$ cat src/rtl/pc_fetch_unit.sv
// PC register, next-PC select and virtual->ROM word index translation with a latched fault record.
// Optional build macro PCU_EXC_VECTOR_EN: faults redirect to EXC_VECTOR instead of halting in FAULT.
module pc_fetch_unit #(
  parameter logic [31:0] BASE_ADDR  = 32'h00400000,
  parameter int          ADDR_BITS  = 10,
  parameter logic [31:0] RESET_PC   = 32'h00400000,
  parameter logic [31:0] EXC_VECTOR = 32'h00400180
) (
  input  logic                 clk,
  input  logic                 rst_n,
  input  logic                 stall,
  input  logic                 branchTaken,
  input  logic [31:0]          branchTarget,
  input  logic                 jump,
  input  logic [31:0]          jumpTarget,
  input  logic                 faultClear,
  output logic [31:0]          virtualPC,
  output logic [ADDR_BITS-1:0] physicalPC,
  output logic                 invalidPC,
  output logic                 fetchEn,
  output logic                 faultValid,
  output logic [31:0]          faultPC,
  output logic [1:0]           faultCause,
  output logic                 faultOverrun
);

  typedef enum logic {ST_RUN, ST_FAULT} state_t;

  localparam logic [32:0] LIMIT = {1'b0, BASE_ADDR} + (33'd4 << ADDR_BITS) - 33'd1;

  state_t      r_state, w_state_nxt;
  logic [31:0] r_pc, w_pc_nxt;
  logic        r_fv, w_fv_nxt;
  logic [31:0] r_fpc, w_fpc_nxt;
  logic [1:0]  r_cause, w_cause_nxt;
  logic        r_ovr, w_ovr_nxt;

  logic        w_range, w_misal, w_bad, w_detect;

  // 33-bit compare so addresses near 2^32 cannot wrap into the region.
  assign w_range  = ({1'b0, r_pc} < {1'b0, BASE_ADDR}) | ({1'b0, r_pc} > LIMIT);
  assign w_misal  = |r_pc[1:0];
  assign w_bad    = w_range | w_misal;
  assign w_detect = (r_state == ST_RUN) & w_bad;

  assign virtualPC    = r_pc;
  assign physicalPC   = r_pc[ADDR_BITS+1:2] - BASE_ADDR[ADDR_BITS+1:2];
  assign invalidPC    = w_bad | (r_state == ST_FAULT);
  assign fetchEn      = (r_state == ST_RUN) & ~w_bad;
  assign faultValid   = r_fv;
  assign faultPC      = r_fpc;
  assign faultCause   = r_cause;
  assign faultOverrun = r_ovr;

  always_comb begin
    w_state_nxt = r_state;
    w_pc_nxt    = r_pc;
    w_fv_nxt    = r_fv;
    w_fpc_nxt   = r_fpc;
    w_cause_nxt = r_cause;
    w_ovr_nxt   = r_ovr;

    // A clear arriving with a new fault lets the new fault reload the record.
    if (w_detect) begin
      if (r_fv && !faultClear) begin
        w_ovr_nxt = 1'b1;
      end else begin
        w_fv_nxt    = 1'b1;
        w_fpc_nxt   = r_pc;
        w_cause_nxt = {w_misal, w_range};
        w_ovr_nxt   = 1'b0;
      end
    end else if (faultClear && r_fv) begin
      w_fv_nxt    = 1'b0;
      w_cause_nxt = 2'b00;
      w_ovr_nxt   = 1'b0;
    end

    case (r_state)
      ST_RUN: begin
        if (w_detect) begin
`ifdef PCU_EXC_VECTOR_EN
          w_pc_nxt = EXC_VECTOR;
`else
          w_state_nxt = ST_FAULT;
`endif
        end else if (!stall) begin
          if (jump)             w_pc_nxt = jumpTarget;
          else if (branchTaken) w_pc_nxt = branchTarget;
          else                  w_pc_nxt = r_pc + 32'd4;
        end
      end
      ST_FAULT: begin
        if (faultClear && r_fv) begin
          w_pc_nxt    = RESET_PC;
          w_state_nxt = ST_RUN;
        end
      end
      default: w_state_nxt = ST_RUN;
    endcase
  end

  always_ff @(posedge clk or negedge rst_n) begin
    if (!rst_n) begin
      r_state <= ST_RUN;
      r_pc    <= RESET_PC;
      r_fv    <= 1'b0;
      r_fpc   <= 32'd0;
      r_cause <= 2'b00;
      r_ovr   <= 1'b0;
    end else begin
      r_state <= w_state_nxt;
      r_pc    <= w_pc_nxt;
      r_fv    <= w_fv_nxt;
      r_fpc   <= w_fpc_nxt;
      r_cause <= w_cause_nxt;
      r_ovr   <= w_ovr_nxt;
    end
  end

endmodule
$ cat config.mk
export PLATFORM = sky130hd
export DESIGN_NAME = pc_fetch_unit
export DESIGN_NICKNAME = d
export VERILOG_FILES = /design/src/rtl/pc_fetch_unit.sv
export SDC_FILE = /design/constraint.sdc
export NUM_CORES = 1
export LEC_CHECK = 0
export ABC_AREA = 1
export BUFFER_PORTS_ARGS = -buffer_cell sky130_fd_sc_hd__buf_4
export CORE_ASPECT_RATIO = 1.5
export CORE_UTILIZATION = 26
export DETAILED_ROUTE_END_ITERATION = 10
export GPL_ROUTABILITY_DRIVEN = 0
export PLACE_DENSITY = 0.52
export SYNTH_ARGS = -nofsm -noshare
export SYNTH_HDL_FRONTEND = slang
export SYNTH_SLANG_ARGS = --single-unit
$ cat constraint.sdc
create_clock -name clk -period 2.2 [get_ports clk]
set_input_delay 0.33 -clock clk [delete_from_list [all_inputs] [get_ports clk]]
set_output_delay 0.33 -clock clk [all_outputs]
set_load 0.005 [all_outputs]
==> results of run 1 <==
==> cells by family after synthesis <==
family | Yosys count | synth area share (%)
AOI/OAI and AO/OA | 100 | 14.4
xor gates and xnor gates | 2 | 0.412
adders and majority gates | 1 | 0.294
buffers and inverters | 88 | 10.3
DFF | 69 | 40.6
and+or+nand+nor | 345 | 34.0
==> power groups by stage <==
| stage | registers (mW) | clock network [mW] | logic, mW |
|---|---|---|---|
| final | 2.48 | 1.61 | 3.75 |
| after global routing | 2.58 | 1.66 | 4.19 |
| after CTS | 2.49 | 1.63 | 3.71 |
| after detailed placement | 2.50 | 0 | 3.69 |
| after global placement | 2.49 | 0 | 3.65 |
| after floorplan | 2.39 | 0 | 2.02 |
==> critical path: cells and delay by family (launching register included) <==
family	cells	cell delay (ns)
DFF	1	0.59
and+or+nand+nor	5	0.56
buffers and inverters	3	0.24
==> layout make-up <==
cell class                      count  area, um^2  area share [%]
Timing Repair Buffer              176        1350            22.6
Inverter                           52         198            3.31
Sequential cell                    69        1730            28.9
Clock inverter                      4        70.1            1.17
Multi-Input combinational cell    448        2120            35.5
Tap cell                          203         254            4.25
Clock buffer                       12         256            4.29
==> synth_stat cells, drive strengths merged <==
cell type / number
o21ai: 57
dfrtp: 68
or2: 1
o21bai: 2
o211ai: 2
a31oi: 1
ha: 1
o22ai: 3
nand2: 197
dfstp: 1
o221a: 2
nand3b: 1
o221ai: 16
nor2: 77
a22o: 4
buf: 33
a21oi: 13
nand4: 12
nor3: 6
inv: 52
xor2: 2
nand3: 51
clkbuf: 3
==> per-stage QoR <==
step	area (um^2)	cells
global route	5980	964
detailed placement	5580	944
global placement	5580	944
CTS	5920	961
floorplan	4260	605
finish	5980	964
==> per-layer routing <==
metal	vias up	GRT usage, %	share of wire [%]
met5	-	0	0
met4	0	9.03	3.1
met3	32	3.57	5.7
met2	171	33.3	52
met1	2121	21.6	39
li1	2289	-	-
==> flip-flops by register name, indices dropped and copies added, names as in the netlist <==
register	flops
faultValid	1
faultCause	2
virtualPC	32
faultOverrun	1
faultPC	32
r_state	1
==> final timing paths <==
path | startpoint | end | slack [ns] | cells past startpoint
worst min-delay path | jumpTarget[9] | virtualPC[9]$_DFFE_PN0P_ | 0.28 | 3
max in group asynchronous | rst_n | virtualPC[22]$_DFFE_PN1P_ | 1.12 | 3
min in group asynchronous | rst_n | faultPC[8]$_DFFE_PN0P_ | 0.49 | 2
worst min register to register | faultPC[8]$_DFFE_PN0P_ | faultPC[8]$_DFFE_PN0P_ | 0.48 | 2
worst max-delay path | virtualPC[22]$_DFFE_PN1P_ | invalidPC | 0.11 | 8
worst max register to register | virtualPC[22]$_DFFE_PN1P_ | virtualPC[31]$_DFFE_PN0P_ | 0.15 | 12
==> repair_timing <==
| action | 4_1_cts | 5_1_grt |
|---|---|---|
| pin swaps | 0 | 2 |
| gates cloned | 0 | 0 |
| hold buffers | 1 | 0 |
| gates resized for setup | 1 | 6 |
| setup buffers | 0 | 3 |
| hold endpoints to repair | 31 | 0 |
| setup endpoints to repair | 2 | 2 |
==> impl_metrics.json, run 1 <==
{
  "p_int_mw": 4.55,
  "nFillCells": 1696,
  "p_per_area_nw_per_um2": 1310,
  "diodes": 0,
  "crit_type": "reg2out",
  "p_seq_share_pct": 31.7,
  "numClockSinks": 69,
  "clock_latency_ns": 0.34,
  "crit_path_frequent_cell": "nor2_4",
  "p_total_mw": 7.83,
  "finalSetupTns_ns": 0,
  "gr-usage-all-layers_pct": 18.9,
  "port_buffers": 149,
  "grt_max_degree": 38,
  "fin_nets": 827,
  "drc": 0,
  "fin_skew_ns": 0.00833,
  "max_stage_delay_ns": 0.59,
  "synth_area_um2": 4260,
  "die_h_um": 159,
  "clkPwrFrac_pct": 20.5,
  "holdWs_ns": 0.282,
  "outcome": "finished clean",
  "crit_required_ns": 1.87,
  "synthCells": 605,
  "clockBufferDepth": 2,
  "slew_violations": 0,
  "io_pins": 150,
  "via_per_inst": 4.79,
  "synth-seq-area-share_pct": 40.6,
  "netlist.area_leader.share_pct": 40.0,
  "ir_drop_uv": 630,
  "max_clock_freq_mhz": 479,
  "worst_pin_slew_ns": 0.494,
  "clkSlewWorstSetupHoldPaths_ns": 0.06,
  "finalSetupViolCount": 0,
  "leakagePower_nw": 2.89,
  "crit_chain": "inv_4 -> nor2_4 -> nand2_2 -> nor2_4 -> nand3_4 -> nor3_4 -> inv_1 -> buf_4",
  "num_vias": 4613,
  "numCtsBuffers": 9,
  "worstSetupEndpointType": "primary output",
  "cap_violations": 0,
  "fp.coreArea_um2": 15800,
  "overflow": 0,
  "synthDistinctLibCells": 33,
  "cts_tree": "yes",
  "drive_gt1_share_pct": 28.1,
  "timing.final.ws_setup_ns": 0.112,
  "root_buffer": "clkbuf_16",
  "cp.arrival_ns": 1.76,
  "dpl.hpwl_um": 12200,
  "critical_path.max_fanout": 6,
  "antenna_found_initial": 0,
  "final_hold_viol_count": 0,
  "ant_nets": 0,
  "switching_power_mw": 3.29,
  "ys_warn_count": 0,
  "synth.net_count": 676,
  "fp-row-count": 56,
  "initial_core_util_pct": 26.9,
  "routed_wl_um": 15700,
  "final_cell_mix": "194 x nand2_1, 173 x buf_4, 70 x nor2_1, 68 x dfrtp_1, 49 x inv_1",
  "switching_share_pct": 41.9,
  "worstSetupStartpointType": "flop",
  "synth_area_leaders": "dfrtp_1 40%, nand2_1 17%, nor2_1 6.2%",
  "wire_per_inst_um": 16.3,
  "grt_pass1_wl_um": 24400,
  "pre_cts_ws_ns": 0.273,
  "syn_to_final_growth_pct": 40.4,
  "drt_iter0_drc": 223,
  "syn_avg_cell_area_um2": 7.04,
  "fin_crit_ns": 2.09,
  "yosysTopAreaCell": "dfrtp_1",
  "final_core_util_pct": 37.7,
  "die_area_um2": 16900,
  "worstHoldPathType": "in2reg",
  "period_share_pct": 94.9,
  "pwr-share-comb_pct": 47.8,
  "ys_ff_latch": 69,
  "first_pass_iters": 5,
  "final_common_cell": "nand2_1",
  "cts_max_level": 3,
  "relSlewSlack_pct": 67.1,
  "die_w_um": 106,
  "crit_slowest_cell": "dfstp_2",
  "grt_pass1_vias": 4557
}
No activity file was read; power rests on OpenSTA's default activity.
==> inputs of run 2 (changes only) <==
Settings changed: CORE_ASPECT_RATIO 1.5 to 0.6, HOLD_SLACK_MARGIN set to 0.1.
==> impl_metrics.json, run 2 (synthesis gave the netlist of run 1 again) <==
{
  "worst_pin_slew_ns": 0.581,
  "routed_wl_um": 16200,
  "globalRouteMet1Util_pct": 29.7,
  "numCtsBuffers": 9,
  "max_stage_delay_ns": 0.49,
  "root_buffer": "clkbuf_16",
  "fin_skew_ns": 0.0108,
  "port_buffers": 149,
  "timing.final.ws_setup_ns": 0.0674,
  "pre_cts_ws_ns": 0.257,
  "clock_latency_ns": 0.35,
  "fp-row-count": 35,
  "rr_worst_depth": 11,
  "first_pass_iters": 5,
  "antenna_found_initial": 0,
  "grt_use_met2_pct": 26.3,
  "num_vias": 4703,
  "fin_crit_ns": 2.13,
  "crit_required_ns": 1.87,
  "grt-busiest-layer": "met1",
  "drc": 0,
  "crit_slowest_cell": "dfrtp_1",
  "crit_path_frequent_cell": "inv_1",
  "crit_type": "reg2out",
  "die_h_um": 101,
  "finalSetupViolCount": 0,
  "diodes": 0,
  "worstSetupStartpointType": "flop",
  "cap_violations": 0,
  "syn_to_final_growth_pct": 39.7,
  "wire_per_inst_um": 16.7,
  "grt_pass1_wl_um": 24800,
  "clkSlewWorstSetupHoldPaths_ns": 0.06,
  "instances_no_fill": 970,
  "worstHoldPathType": "in2reg",
  "gr-usage-all-layers_pct": 19.7,
  "drive_gt1_share_pct": 28.9,
  "dp.cells": 949,
  "grt_setup_unrepaired": "yes",
  "final_core_util_pct": 37.9,
  "finalSetupTns_ns": 0,
  "leakagePower_nw": 2.88,
  "final_hold_viol_count": 0,
  "die_area_um2": 16900,
  "period_share_pct": 96.9,
  "crit_chain": "inv_1 -> nand3_1 -> nor2_1 -> nand3_4 -> nor3_4 -> inv_1 -> buf_6",
  "cts_tree": "yes",
  "dpl.hpwl_um": 12800,
  "relSlewSlack_pct": 61.3,
  "initial_core_util_pct": 27.2,
  "holdWs_ns": 0.291,
  "ir_drop_uv": 483,
  "max_clock_freq_mhz": 469,
  "overflow": 0,
  "cts_max_level": 3,
  "grt_max_degree": 41,
  "final_common_cell": "nand2_1",
  "cp.arrival_ns": 1.80,
  "p_per_area_nw_per_um2": 1290,
  "whs_path_depth": 3,
  "fin_nets": 833,
  "via_per_inst": 4.85,
  "nFillCells": 1686,
  "clockBufferDepth": 2,
  "slew_violations": 0,
  "worstSetupEndpointType": "primary output",
  "critical_path.max_fanout": 6,
  "final_cell_mix": "195 x nand2_1, 179 x buf_4, 69 x nor2_1, 68 x dfrtp_1",
  "numClockSinks": 69,
  "fp.coreArea_um2": 15700,
  "grt_use_met3_pct": 6.56,
  "die_w_um": 167,
  "ant_nets": 0,
  "drt_iter0_drc": 409,
  "io_pins": 150,
  "grt_pass1_vias": 4367,
  "outcome": "finished clean"
}
-- run 2: area by class of cell --
cell class / count / area, um^2 / share of cell area [%]
inverters: 52 / 195 / 3.28
flip-flops and latches: 69 / 1730 / 29.0
clock inverters: 7 / 50.0 / 0.841
multi-input cells: 448 / 2110 / 35.5
well taps: 203 / 254 / 4.27
repair buffers: 182 / 1390 / 23.3
clock buffers: 9 / 225 / 3.79
-- run 2: repair_timing --
action	CTS	global route
pin swaps	0	1
hold buffers	1	0
resized for setup	1	5
setup buffers	0	4
setup endpoints to repair	2	2
endpoints found under the hold margin	38	0
-- run 2: final timing paths --
kind	slack, ns	to	from
setup / recovery	0.07	invalidPC	virtualPC[12]$_DFFE_PN0P_
hold / removal	0.29	virtualPC[9]$_DFFE_PN0P_	jumpTarget[9]
setup reg to reg	0.20	faultPC[11]$_DFFE_PN0P_	virtualPC[12]$_DFFE_PN0P_
hold reg to reg	0.48	faultPC[3]$_DFFE_PN0P_	faultPC[3]$_DFFE_PN0P_
max in group asynchronous	1.04	virtualPC[22]$_DFFE_PN1P_	rst_n
min in group asynchronous	0.53	faultPC[23]$_DFFE_PN0P_	rst_n
-- run 2: worst max-delay path: cells and delay by family (launching register included) --
family | cells | cell delay, ns
AND/OR/NAND/NOR | 4 | 0.62
flip-flops | 1 | 0.49
buffers and inverters | 3 | 0.35
-- run 2: metrics by stage --
stage	power (mW)	area [um^2]
3_5_place_dp	6.24	5610
3_3_place_gp	6.20	5610
4_1_cts	7.65	5900
2_1_floorplan	4.41	4260
5_1_grt	8.26	5950
6_report	7.69	5950
-- run 2: metal layers --
layer | routed length [um] | vias up
met2 | 6110 | 207
met4 | 136 | 0
met1 | 8480 | 2185
li1 | - | 2298
met3 | 1490 | 13
met5 | 0 | -
-- run 2: power by group --
part / total (mW) / switching (mW) / internal [mW] / leakage [nW]
logic: 3.83 / 2.16 / 1.67 / 1.85
registers: 2.48 / 0.642 / 1.84 / 0.904
clock network: 1.38 / 0.614 / 0.764 / 0.128
